==> src/rtl/sram_arbiter_pkg.sv <==
// Shared types and encodings for the two-master sram-like bus arbiter.
package sram_arbiter_pkg;

  typedef enum logic [1:0] {
    ARB_IDLE      = 2'd0,
    ARB_WAIT_ADDR = 2'd1,
    ARB_WAIT_DATA = 2'd2
  } arb_state_e;

  typedef enum logic {
    ARB_INST = 1'b0,
    ARB_DATA = 1'b1
  } arb_owner_e;

  localparam logic [1:0] SIZE_BYTE = 2'd0;
  localparam logic [1:0] SIZE_HALF = 2'd1;
  localparam logic [1:0] SIZE_WORD = 2'd2;

endpackage

==> src/rtl/sram_arb_pick.sv <==
// Grant selection: data has priority unless the inst master has been starved.
module sram_arb_pick (
  input  logic inst_req,
  input  logic data_req,
  input  logic starved,
  output logic grant_valid,
  output logic grant_data
);

  // Pure combinational pick; starvation only matters while inst is actually asking.
  always_comb begin
    grant_valid = inst_req | data_req;
    grant_data  = data_req & ~(inst_req & starved);
  end

endmodule

==> src/rtl/sram_arbiter.sv <==
// Two-master to one-slave sram-like bus arbiter, one outstanding transaction.
module sram_arbiter
  import sram_arbiter_pkg::*;
#(
  parameter int unsigned STARVE_LIMIT = 4
) (
  input  logic        clk,
  input  logic        rst,
  // instruction-fetch master
  input  logic        inst_req,
  input  logic        inst_wr,
  input  logic [1:0]  inst_size,
  input  logic [31:0] inst_addr,
  input  logic [31:0] inst_wdata,
  input  logic        inst_uncached,
  output logic [31:0] inst_rdata,
  output logic        inst_addr_ok,
  output logic        inst_data_ok,
  // mem-stage data master
  input  logic        data_req,
  input  logic        data_wr,
  input  logic [1:0]  data_size,
  input  logic [31:0] data_addr,
  input  logic [31:0] data_wdata,
  input  logic        data_uncached,
  output logic [31:0] data_rdata,
  output logic        data_addr_ok,
  output logic        data_data_ok,
  // downstream slave
  output logic        s_req,
  output logic        s_wr,
  output logic [1:0]  s_size,
  output logic [31:0] s_addr,
  output logic [31:0] s_wdata,
  output logic        s_uncached,
  input  logic [31:0] s_rdata,
  input  logic        s_addr_ok,
  input  logic        s_data_ok
);

  localparam int unsigned CntW = $clog2(STARVE_LIMIT + 1);

  arb_state_e      state_q, state_d;
  arb_owner_e      owner_q, owner_d;
  logic [CntW-1:0] starve_cnt_q, starve_cnt_d;

  logic       grant_valid;
  logic       grant_data;
  logic       starved;
  arb_owner_e sel;
  logic       fwd_addr_ok;
  logic       fwd_data_ok;

  assign starved = (starve_cnt_q == CntW'(STARVE_LIMIT));

  sram_arb_pick u_pick (
    .inst_req    (inst_req),
    .data_req    (data_req),
    .starved     (starved),
    .grant_valid (grant_valid),
    .grant_data  (grant_data)
  );

  // Next-state, starvation counter and response steering.
  always_comb begin
    state_d      = state_q;
    owner_d      = owner_q;
    starve_cnt_d = starve_cnt_q;
    s_req        = 1'b0;
    sel          = owner_q;
    fwd_addr_ok  = 1'b0;
    fwd_data_ok  = 1'b0;

    unique case (state_q)
      ARB_IDLE: begin
        sel = grant_data ? ARB_DATA : ARB_INST;
        if (grant_valid) begin
          s_req       = 1'b1;
          fwd_addr_ok = s_addr_ok;
          // A lone s_data_ok here is a slave error and is dropped.
          fwd_data_ok = s_addr_ok & s_data_ok;
          owner_d     = sel;
          if (!s_addr_ok) begin
            state_d = ARB_WAIT_ADDR;
          end else if (!s_data_ok) begin
            state_d = ARB_WAIT_DATA;
          end
          if (s_addr_ok) begin
            if (sel == ARB_INST) begin
              starve_cnt_d = '0;
            end else if (inst_req && !starved) begin
              starve_cnt_d = starve_cnt_q + CntW'(1);
            end
          end
        end
      end
      ARB_WAIT_ADDR: begin
        s_req       = 1'b1;
        fwd_addr_ok = s_addr_ok;
        fwd_data_ok = s_addr_ok & s_data_ok;
        if (s_addr_ok) begin
          state_d = s_data_ok ? ARB_IDLE : ARB_WAIT_DATA;
          if (owner_q == ARB_INST) begin
            starve_cnt_d = '0;
          end
        end
      end
      ARB_WAIT_DATA: begin
        fwd_data_ok = s_data_ok;
        if (s_data_ok) begin
          state_d = ARB_IDLE;
        end
      end
      default: state_d = ARB_IDLE;
    endcase
  end

  // Payload mux; the bus idles at zero whenever no request is presented.
  always_comb begin
    s_wr       = 1'b0;
    s_size     = 2'd0;
    s_addr     = 32'd0;
    s_wdata    = 32'd0;
    s_uncached = 1'b0;
    if (s_req) begin
      if (sel == ARB_DATA) begin
        s_wr       = data_wr;
        s_size     = data_size;
        s_addr     = data_addr;
        s_wdata    = data_wdata;
        s_uncached = data_uncached;
      end else begin
        s_wr       = inst_wr;
        s_size     = inst_size;
        s_addr     = inst_addr;
        s_wdata    = inst_wdata;
        s_uncached = inst_uncached;
      end
    end
  end

  // Handshakes go to the selected master only; read data is broadcast.
  always_comb begin
    inst_addr_ok = fwd_addr_ok & (sel == ARB_INST);
    data_addr_ok = fwd_addr_ok & (sel == ARB_DATA);
    inst_data_ok = fwd_data_ok & (sel == ARB_INST);
    data_data_ok = fwd_data_ok & (sel == ARB_DATA);
    inst_rdata   = s_rdata;
    data_rdata   = s_rdata;
  end

  // State registers with asynchronous active-low reset.
  always_ff @(posedge clk or negedge rst) begin
    if (!rst) begin
      state_q      <= ARB_IDLE;
      owner_q      <= ARB_INST;
      starve_cnt_q <= '0;
    end else begin
      state_q      <= state_d;
      owner_q      <= owner_d;
      starve_cnt_q <= starve_cnt_d;
    end
  end

endmodule

==> config.mk <==
export PLATFORM = sky130hd
export DESIGN_NAME = sram_arbiter
export DESIGN_NICKNAME = d
export VERILOG_FILES = /design/src/rtl/sram_arbiter_pkg.sv /design/src/rtl/sram_arb_pick.sv /design/src/rtl/sram_arbiter.sv
export SDC_FILE = /design/constraint.sdc
export NUM_CORES = 1
export LEC_CHECK = 0
export ABC_AREA = 1
export CAP_MARGIN = 30
export CORE_AREA = 2 2 122 124
export DETAILED_ROUTE_END_ITERATION = 7
export DIE_AREA = 0 0 124 126
export SYNTH_ARGS = -nofsm -noshare
export SYNTH_HDL_FRONTEND = slang
export SYNTH_SLANG_ARGS = --single-unit
==> constraint.sdc <==
create_clock -name clk -period 4.15 [get_ports clk]
set_input_delay 0.83 -clock clk [delete_from_list [all_inputs] [get_ports clk]]
set_output_delay 0.83 -clock clk [all_outputs]
set_load 0.02 [all_outputs]
==> results of run 1 <==
[tightest hold or removal path, cell delays in order, from the launching register on]
cell and delay (ns):
dfrtp_1 0.35, o21ai_0 0.09, nand2_1 0.06
[per-stage QoR]
step                power, mW  worst slack [ns]  utilization
detailed placement      3.157            0.3814       0.3025
floorplan               1.977             1.499            -
CTS                     3.332            0.3754       0.3078
finish                  3.291            0.3887       0.3078
global placement        3.165            0.4083       0.3025
global route            3.570            0.2388       0.3078
[layout by cell type, fill, tap and decap left out, types with 2 or more instances in the layout]
| cell | instances |
|---|---|
| nor2_1 | 77 |
| clkdlybuf4s50_1 | 214 |
| nand3b_1 | 68 |
| o21ai_0 | 4 |
| inv_1 | 10 |
| inv_2 | 3 |
| clkbuf_16 | 3 |
| buf_12 | 6 |
| ha_1 | 2 |
| dfrtp_1 | 6 |
| nor3_1 | 3 |
| nand2_1 | 87 |
| a21oi_1 | 70 |
| nand3_1 | 6 |
[logic make-up after synthesis]
kind of cell	share of synthesized area
AO/OA/AOI/OAI	0.1516
adder cells (fa/ha/maj)	0.009909
buffers and inverters	0.3018
flip-flops	0.05946
AND/OR/NAND/NOR	0.4772
[area by class of cell]
class                   instances  area, µm²  area share
repair buffers                221       2270      0.5152
multi-input cells             323       1632      0.3703
well taps                     184      230.2     0.05226
flip-flops and latches          6      150.1     0.03408
clock buffers                   3      75.07     0.01704
inverters                      13      48.80     0.01108
[report_power, final]
| group | internal [mW] | switching [mW] |
|---|---|---|
| logic | 1.34 | 1.68 |
| registers | 0.0811 | 0.0331 |
| clock network | 0.124 | 0.0332 |
| total | 1.54 | 1.75 |
[state kept, by name (all words and copies together) (netlist names)]
register	count
starve_cnt_q	3
state_q	2
owner_q	1
[layer usage]
layer / routed length (µm) / GRT usage
met5: 0 / 0
met4: 217 / 0.02710
met3: 1243 / 0.04755
met2: 4308 / 0.1800
met1: 3923 / 0.1362
[worst max-delay path by stage]
stage,endpoint,startpoint,slack (ns)
after floorplan,data_addr_ok,inst_req,1.50
after global placement,s_addr[9],inst_req,0.41
after detailed placement,s_addr[9],inst_req,0.38
after CTS,s_addr[9],inst_req,0.38
after global routing,s_addr[9],inst_req,0.24
final,data_addr_ok,data_req,0.39
==> results by group, run 1 <==
Global route
  – Largest net degree at the start of global routing: 62
  – Number of global-route vias before repair: 2899
  – Initial antenna violation count: 0
  – GR Overflow Total: 0
  – GRT Total Usage: 0.1114
  – First-pass GRT wire length: 14390 µm

Floorplanning
  – Die height: 126 µm
  – Die area: 15620 µm²
  – CORE AREA: 14310 µm²
  – Initial cell density of the core: 0.1764
  – I/O pins: 311
  – # rows: 44
  – Die span in x: 124 µm

Clocking
  – Clk_lat worst skew: 0.23 ns
  – Total CTS buffers: 3
  – Clk slew on worst S/H paths: 0.04 ns
  – CTS H-tree depth: 1
  – Postcts setup bufs: 0
  – Post_cts resized: 0
  – Post-CTS Hold Fix Bufs: 0
  – # clock sinks: 6
  – Clk Tree Root Cell: clkbuf_16
  – CTS tree: built
  – Longest Clk Path Bufs: 2

STA
  – Final hold viol count: 0
  – Fmax achieved: 0.2659 GHz
  – Setup TNS: 0 ns
  – Minimum hold slack: 0.5390 ns
  – Worst-Margin Slew: 0.6548 ns
  – Slew HR: 0.5618
  – Final period util: 0.9063
  – Setup violations, final: 0
  – Pins over their slew limit: 0
  – RSZ-0062 raised after global routing: false
  – Min cycle time layout: 3.761 ns
  – Clock skew: 0.002966 ns

Logic synthesis
  – Seq cells post-synth: 6
  – Cells after Synth: 443
  – Dominant cell by count in the synthesized netlist: nand2_1
  – Yosys warnings: 0
  – Leading area contributor after synthesis: nand3b_1
  – Mean post-synth cell area: 5.700 µm²
  – Syn nets: 619
  – Cell variety after synth: 21
  – Post-synth ARST share: 1.000
  – Post-synth top area share: 0.2022
  – Post-synth EDFFs: 0
  – Synth area leaders: nand3b_1, buf_4, a21oi_1
  – Seq/Total Area, Yosys: 0.05946
  – Mapped cell area: 2525 µm²
  – Predominant post-synthesis flop cell: dfrtp_1
  – Synth cell count leaders: nand2_1, nor2_1, a21oi_1

Critical path
  – Cell family with most CP delay: buffers and inverters
  – RR Startpoint: starve_cnt_q[0]
  – CP Data Required Time: 3.32 ns
  – Worst Setup Start Kind: input port
  – Crit end category: output port
  – Slack of the worst reg-to-reg path: 2.67 ns
  – CP peak stage delay: 0.63 ns
  – CP dominant cell by count: clkdlybuf4s50_1
  – Crit Path Max Fanout: 17
  – Critical path's slowest cell: clkdlybuf4s50_1
  – R2R depth: 6
  – Arr. time, crit path: 2.93 ns
  – Worst Path Buf+Inv: 4
  – Cell Chain, Critical Path: clkdlybuf4s50_1, nand3_4, buf_4, nand2_1, inv_1, nor3_1, clkdlybuf4s50_1
  – Reg-to-reg endpoint: owner_q
  – Worst path depth: 7
  – Setup CP Type: input port to output port

Min path
  – Worst hold start: starve_cnt_q[1]
  – Min-delay worst type: flip-flop to flip-flop
  – Worst hold stages: 2
  – Hold endpoint: starve_cnt_q[1]

Placed design
  – Placed instance count: 747
  – DP Area: 4330 µm²
  – Port-buffer cells: 214
  – Final HPWL DP: 7437 µm
  – Gp weighted congestion: 0.8063

Drt
  – Total wire length: 9692 µm
  – Post-DRT Antenna Nets: 0
  – Per-cell routed wire length: 12.92 µm
  – DR DRC count: 0
  – Iter 0 DRT Violations: 130
  – Drt pass-1 iters: 4
  – Vias after detailed routing: 3200
  – Vias/cell: 4.267

Job
  – Max-Cap Viols: 0

Power and ir drop
  – LEAKAGE: 1.821 nW
  – Worst vdd ir: 293.2 µV
  – Power density over cell area: 747.0 nW/µm²

Layout
  – Syn-to-layout area delta: 74.48%
  – Final Cell Area: 4405 µm²
  – Nets: 744
  – Fill cell count: 1609
  – Non-Filler Instances: 750
  – Share of post-route cells with drive strength above 1: 0.03180
  – Inserted Diodes: 0

Status
  – Status: finished clean
(Power assumes the default switching activity.)
==> run 2: changes to the inputs <==
- SKIP_CTS_REPAIR_TIMING: not set -> 1
==> results of run 2 <==
The final DEF is identical to that of run 1; final timing and power are the same.
==> run 3: changes to the inputs <==
- MAX_ROUTING_LAYER: not set -> met4
==> run 3 against run 2 <==
  * Sequential power is essentially flat
  * Clock power is essentially flat
  * Die area is the same
  * Final area is the same
  * Critical path depth is the same
  * Cell count is the same
  * Sequential share of layout area is the same
  * Routed wire length is essentially flat
  * Maximum frequency grew 0.24%
  * Critical path type unchanged
  * Clock skew is essentially flat
  * Sequential cell count is the same
  * Largest power group unchanged
  * Register-to-register slack is essentially flat
==> results by group, run 3 (synthesized netlist as in run 1, its figures left out) <==
Status
  – Status: finished clean

Power and ir drop
  – Worst vdd ir: 293.4 µV
  – LEAKAGE: 1.821 nW
  – Power density over cell area: 747.0 nW/µm²

Critical path
  – Critical path's slowest cell: clkdlybuf4s50_1
  – CP Data Required Time: 3.32 ns
  – Worst Setup Start Kind: input port
  – CP peak stage delay: 0.62 ns
  – Cell Chain, Critical Path: clkdlybuf4s50_1, nand3_1, nand3_4, buf_12, a21oi_1, nor2_1, clkdlybuf4s50_1
  – Arr. time, crit path: 2.92 ns
  – Crit Path Max Fanout: 58
  – Crit end category: output port
  – Setup CP Type: input port to output port
  – CP dominant cell by count: clkdlybuf4s50_1

Layout
  – Commonest non-fill, non-tap cell in the layout: clkdlybuf4s50_1
  – Highest-count cells in the layout ignoring fill and taps: clkdlybuf4s50_1, nand2_1, nor2_1, a21oi_1, nand3b_1
  – Non-Filler Instances: 750
  – Top flop regs: starve_cnt_q (3), state_q (2), owner_q (1)
  – Fill cell count: 1609
  – Reg area: 150.1 µm²
  – Most flops, register: starve_cnt_q
  – Nets: 744
  – Max reg flops: 3
  – Share of post-route cells with drive strength above 1: 0.03180
  – Inserted Diodes: 0
  – Multi-input gate area in the final layout: 1632 µm²
  – Syn-to-layout area delta: 74.48%

STA
  – Slew HR: 0.5666
  – Setup violations, final: 0
  – Pins over their slew limit: 0
  – Final period util: 0.9042
  – Min cycle time layout: 3.752 ns
  – Final hold viol count: 0
  – Fmax achieved: 0.2665 GHz
  – Setup TNS: 0 ns
  – Clock skew: 0.002748 ns
  – RSZ-0062 raised after global routing: false
  – Worst-Margin Slew: 0.6476 ns

Floorplanning
  – CORE AREA: 14310 µm²
  – # rows: 44
  – I/O pins: 311
  – Initial cell density of the core: 0.1764
  – Die span in x: 124 µm
  – Die area: 15620 µm²
  – Die height: 126 µm

Drt
  – Drt pass-1 iters: 6
  – Vias/cell: 4.248
  – Vias after detailed routing: 3186
  – Iter 0 DRT Violations: 149
  – Per-cell routed wire length: 12.92 µm
  – DR DRC count: 0
  – Post-DRT Antenna Nets: 0
  – Total wire length: 9690 µm

Global route
  – GRT Total Usage: 0.1148
  – Largest net degree at the start of global routing: 62
  – GR Overflow Total: 0
  – Initial antenna violation count: 0
  – First-pass GRT wire length: 14410 µm
  – Number of global-route vias before repair: 2902

Placed design
  – Port-buffer cells: 214
  – Final HPWL DP: 7437 µm
  – Gp weighted congestion: 0.8180
  – Placed instance count: 747

Clocking
  – Total CTS buffers: 3
  – Clk_lat worst skew: 0.23 ns
  – Clk Tree Root Cell: clkbuf_16
  – Clk slew on worst S/H paths: 0.04 ns
  – CTS H-tree depth: 1
  – CTS tree: built
  – Longest Clk Path Bufs: 2
  – # clock sinks: 6

Job
  – Max-Cap Viols: 0

Min path
  – Min-delay worst type: flip-flop to flip-flop
-- run 3: per-layer routing --
metal	wire (µm)	vias to the layer above	track usage
met1	4011	1377	0.1392
met3	1166	32	0.04303
met2	4295	150	0.1800
met5	0	-	-
li1	-	1627	-
met4	217	0	0.02710
-- run 3: through the flow --
step	total power, mW	util	setup slack [ns]	instance area [µm²]	hold slack, ns
2_1_floorplan	1.977	-	1.499	2525	0.4604
3_3_place_gp	3.165	0.3025	0.4083	4330	0.5302
3_5_place_dp	3.157	0.3025	0.3814	4330	0.5345
4_1_cts	3.332	0.3078	0.3754	4405	0.5466
5_1_grt	3.570	0.3078	0.2388	4405	0.5592
6_report	3.291	0.3078	0.3978	4405	0.5395
-- run 3: area by class of cell --
class | instances | area share
timing repair buffer | 221 | 0.5152
sequential | 6 | 0.03408
inverter | 13 | 0.01108
clock buffer | 3 | 0.01704
tap | 184 | 0.05226
multi-input combinational | 323 | 0.3703
-- run 3: where the power goes --
group          total (mW)  internal [mW]  switching [mW]
Combinational        3.02           1.34            1.68
Sequential          0.114         0.0811          0.0330
Clock               0.157          0.124          0.0332
-- run 3: worst paths after layout --
path                            depth (start not counted)  slack (ns)               to            start
worst min register to register                          2        0.54  starve_cnt_q[1]  starve_cnt_q[1]
worst min-delay path                                    2        0.54  starve_cnt_q[1]  starve_cnt_q[1]
max in group asynchronous                               1        3.07          owner_q              rst
worst max register to register                          6        2.67          owner_q  starve_cnt_q[0]
worst max-delay path                                    7        0.40        s_addr[9]         inst_req
min in group asynchronous                               1        0.85  starve_cnt_q[1]              rst
-- run 3: critical path: cells and delay by family --
family	cells	cell delay [ns]
AND/OR/NAND/NOR	3	0.56
buffers and inverters	3	1.38
AO/OA/AOI/OAI	1	0.11
==> patch: new RTL, config.mk and constraints of run 2 <==
Add an input register stage for `data_wdata`; this delays it by one clock. The other inputs are not delayed to match.
--- a/src/rtl/sram_arbiter.sv
+++ b/src/rtl/sram_arbiter.sv
@@ -41,2 +41,8 @@
   localparam int unsigned CntW = $clog2(STARVE_LIMIT + 1);
+
+  logic [31:0] data_wdata_q;
+
+  always_ff @(posedge clk) begin
+    data_wdata_q <= data_wdata;
+  end
 
@@ -129,3 +135,3 @@
         s_addr     = data_addr;
-        s_wdata    = data_wdata;
+        s_wdata    = data_wdata_q;
         s_uncached = data_uncached;
Check against the original RTL: not equivalent (Yosys sat finds a counterexample within 4 cycles, from zero or initial values and one cycle with rst low).
==> patch against run 2 <==
  * Cell area is 16% higher
  * Register-to-register slack gained 0.04 ns
  * Routed wire length up 24%
  * Synthesized area grew 24%
  * Fmax is 2.9% lower
  * Hold slack gained 0.031 ns
  * Synthesized cell count rose by 7.0%
  * Sequential cell count increased by 32
  * Global-route usage up 2.5 points
  * Clock skew is 0.0026 ns lower
  * Setup slack lost 0.11 ns
Power is not compared: it rests on default switching activity, and its combinational part moved more than twofold at a synthesized area within 25%.
==> patch: results (changes against run 2) <==
Synth
  – Post-Syn Instances: 474 (+7.0%)
  – Share of synthesized cell area in full adder, half adder and majority cells: 0.796% (-0.19 points)
  – Leading post-synthesis cells by cell area: dfxtp_1 (20%), nand3b_1 (16%), buf_4 (16%), a21oi_1 (11%), nand2_1 (11%)
  – Fraction of synthesis flops using an asynchronous set or reset pin: 15.8% (-84 points)
  – Most frequent cells after synthesis: nand2_1 (89), nor2_1 (79), a21oi_1 (72)
  – Number of flops mapped to enable cells by yosys: 0 (unchanged)
  – Post-Synth XOR/XNOR Area: 0% (unchanged)
  – Part of the Yosys area used for sequential elements: 25.2% (+19 points)
  – Area fraction in compound gates after synthesis: 12.1% (-3.1 points)
  – Total of warnings raised by yosys: 0 (unchanged)
  – Number of distinct library cells after synthesis: 18 (-14%)
  – Synthesized net count: 650 (+5.0%)
  – Primary flip-flop cell chosen by synthesis mapping: dfxtp_1
  – Proportion of synthesized area in mux cells: 0% (unchanged)

Clocking
  – TritonCTS buffer count: 5 (+2)
  – Count of H-tree levels built during CTS: 2 (+1)
  – CTS clk-pin slew, worst paths: 0.05 ns
  – CTS max path bufs: 2 (unchanged)
  – Cell at the root of the clock tree: clkbuf_16
  – Source-to-sink clock delay at the later pin of the worst-skew pair: 0.27 ns (+0.04 ns)

Worst hold path
  – Type of the worst min-delay path: flip-flop to flip-flop

Final layout
  – Final-layout fill cell count: 1494 (-7.1%)
  – Post-layout nets: 775 (+4.2%)
  – Fraction of final layout cells with drive strength greater than 1: 3.00% (-0.18 points)
  – Number of antenna diodes: 0 (unchanged)
  – Biggest regs: data_wdata_q (32), starve_cnt_q (3), state_q (2)

Route
  – Max layer used: met4
  – Met1 routed wirelength after detailed routing: 4090 µm (+4.4%)
  – WL per Instance: 15.3 µm (+19%)
  – First drt pass iteration count: 4 (unchanged)
  – DRC marker count from the first detailed-route iteration: 114 (-12%)
  – Detail Route met3 WL: 1700 µm (+37%)
  – Total length of routed wires: 12000 µm (+24%)
  – Detailed-route via count: 3470 (+8.4%)
  – Routed met2 length: 5910 µm (+37%)

Pwr
  – Leakage power figure: 0.00213 µW
  – Worst vdd ir: 0.278 mV
  – Total power per unit cell area: 412 mW/mm²

Critical path
  – CP Max Fanout: 29 (+12)
  – CP Data Arrival Time: 3.04 ns (+0.11 ns)

Place
  – Input/output buffers: 214 (unchanged)
  – Setup slack after placement: 0.266 ns (-0.116 ns)
  – Post-DP HPWL: 9150 µm (+23%)
  – Area post-placement: 0.00494 mm² (+14%)
  – Final estimated routing congestion in global placement: 0.777 (-3.7%)

Global routing
  – Maximum number of pins on one net before global-route repair: 138 (+120%)
  – Global-route wire length before repair: 16500 µm (+15%)
  – Overall Global Routing Usage: 13.6% (+2.5 points)
  – Via count of the first global-routing pass: 3349 (+16%)
  – Initial antenna violation count: 0 (unchanged)

STA
  – Slew of the pin with the lowest slew margin: 0.660 ns (+0.00523 ns)
  – Clock tree skew after final layout: 0.000350 ns (-0.00262 ns)

Run status
  – Status: finished, final reports clean
patch: cells by family (layout without fill, tap and decap cells):
kind of cell    count (synthesis)  in the layout
simple gates                  245            245
buf+inv                       113            239
compound gates                 76             76
flops                          38             38
fa+ha+maj                       2              2
patch: per-layer routing:
metal / GRT usage [%] / vias up
met5: 0 / -
met4: 5.09 / 0
li1: - / 1712
met3: 6.88 / 22
met2: 25.2 / 202
met1: 12.5 / 1534
patch: cell type report:
class	count	area share [%]
multi-input cells	323	31.8
repair buffers	219	44.2
clock inverters	2	0.319
flip-flops and latches	38	15.5
clock buffers	6	2.73
inverters	12	0.885
well taps	184	4.52
patch: final timing paths:
check	startpoint	end	slack (ns)	cells past startpoint
worst max-delay path	data_req	s_addr[9]	0.28	9
worst min-delay path	starve_cnt_q[1]$_DFFE_PN0P_	starve_cnt_q[1]$_DFFE_PN0P_	0.57	2
worst max register to register	state_q[1]$_DFFE_PN0P_	state_q[1]$_DFFE_PN0P_	2.71	5
worst min register to register	starve_cnt_q[1]$_DFFE_PN0P_	starve_cnt_q[1]$_DFFE_PN0P_	0.57	2
max in group asynchronous	rst	state_q[0]$_DFFE_PN0P_	3.15	1
min in group asynchronous	rst	state_q[1]$_DFFE_PN0P_	0.79	1
patch: power breakdown:
group	internal [µW]	switching [µW]
registers	397	22.7
clock network	241	151
logic	597	688
total	1230	861
patch: critical path, cell delays in order:
cell and delay (ns):
clkdlybuf4s50_1 0.60, inv_1 0.09, nand2_1 0.07, nand2_1 0.11, nand2_2 0.22, buf_12 0.22
nand2_1 0.07, nor2_1 0.16, clkdlybuf4s50_1 0.66
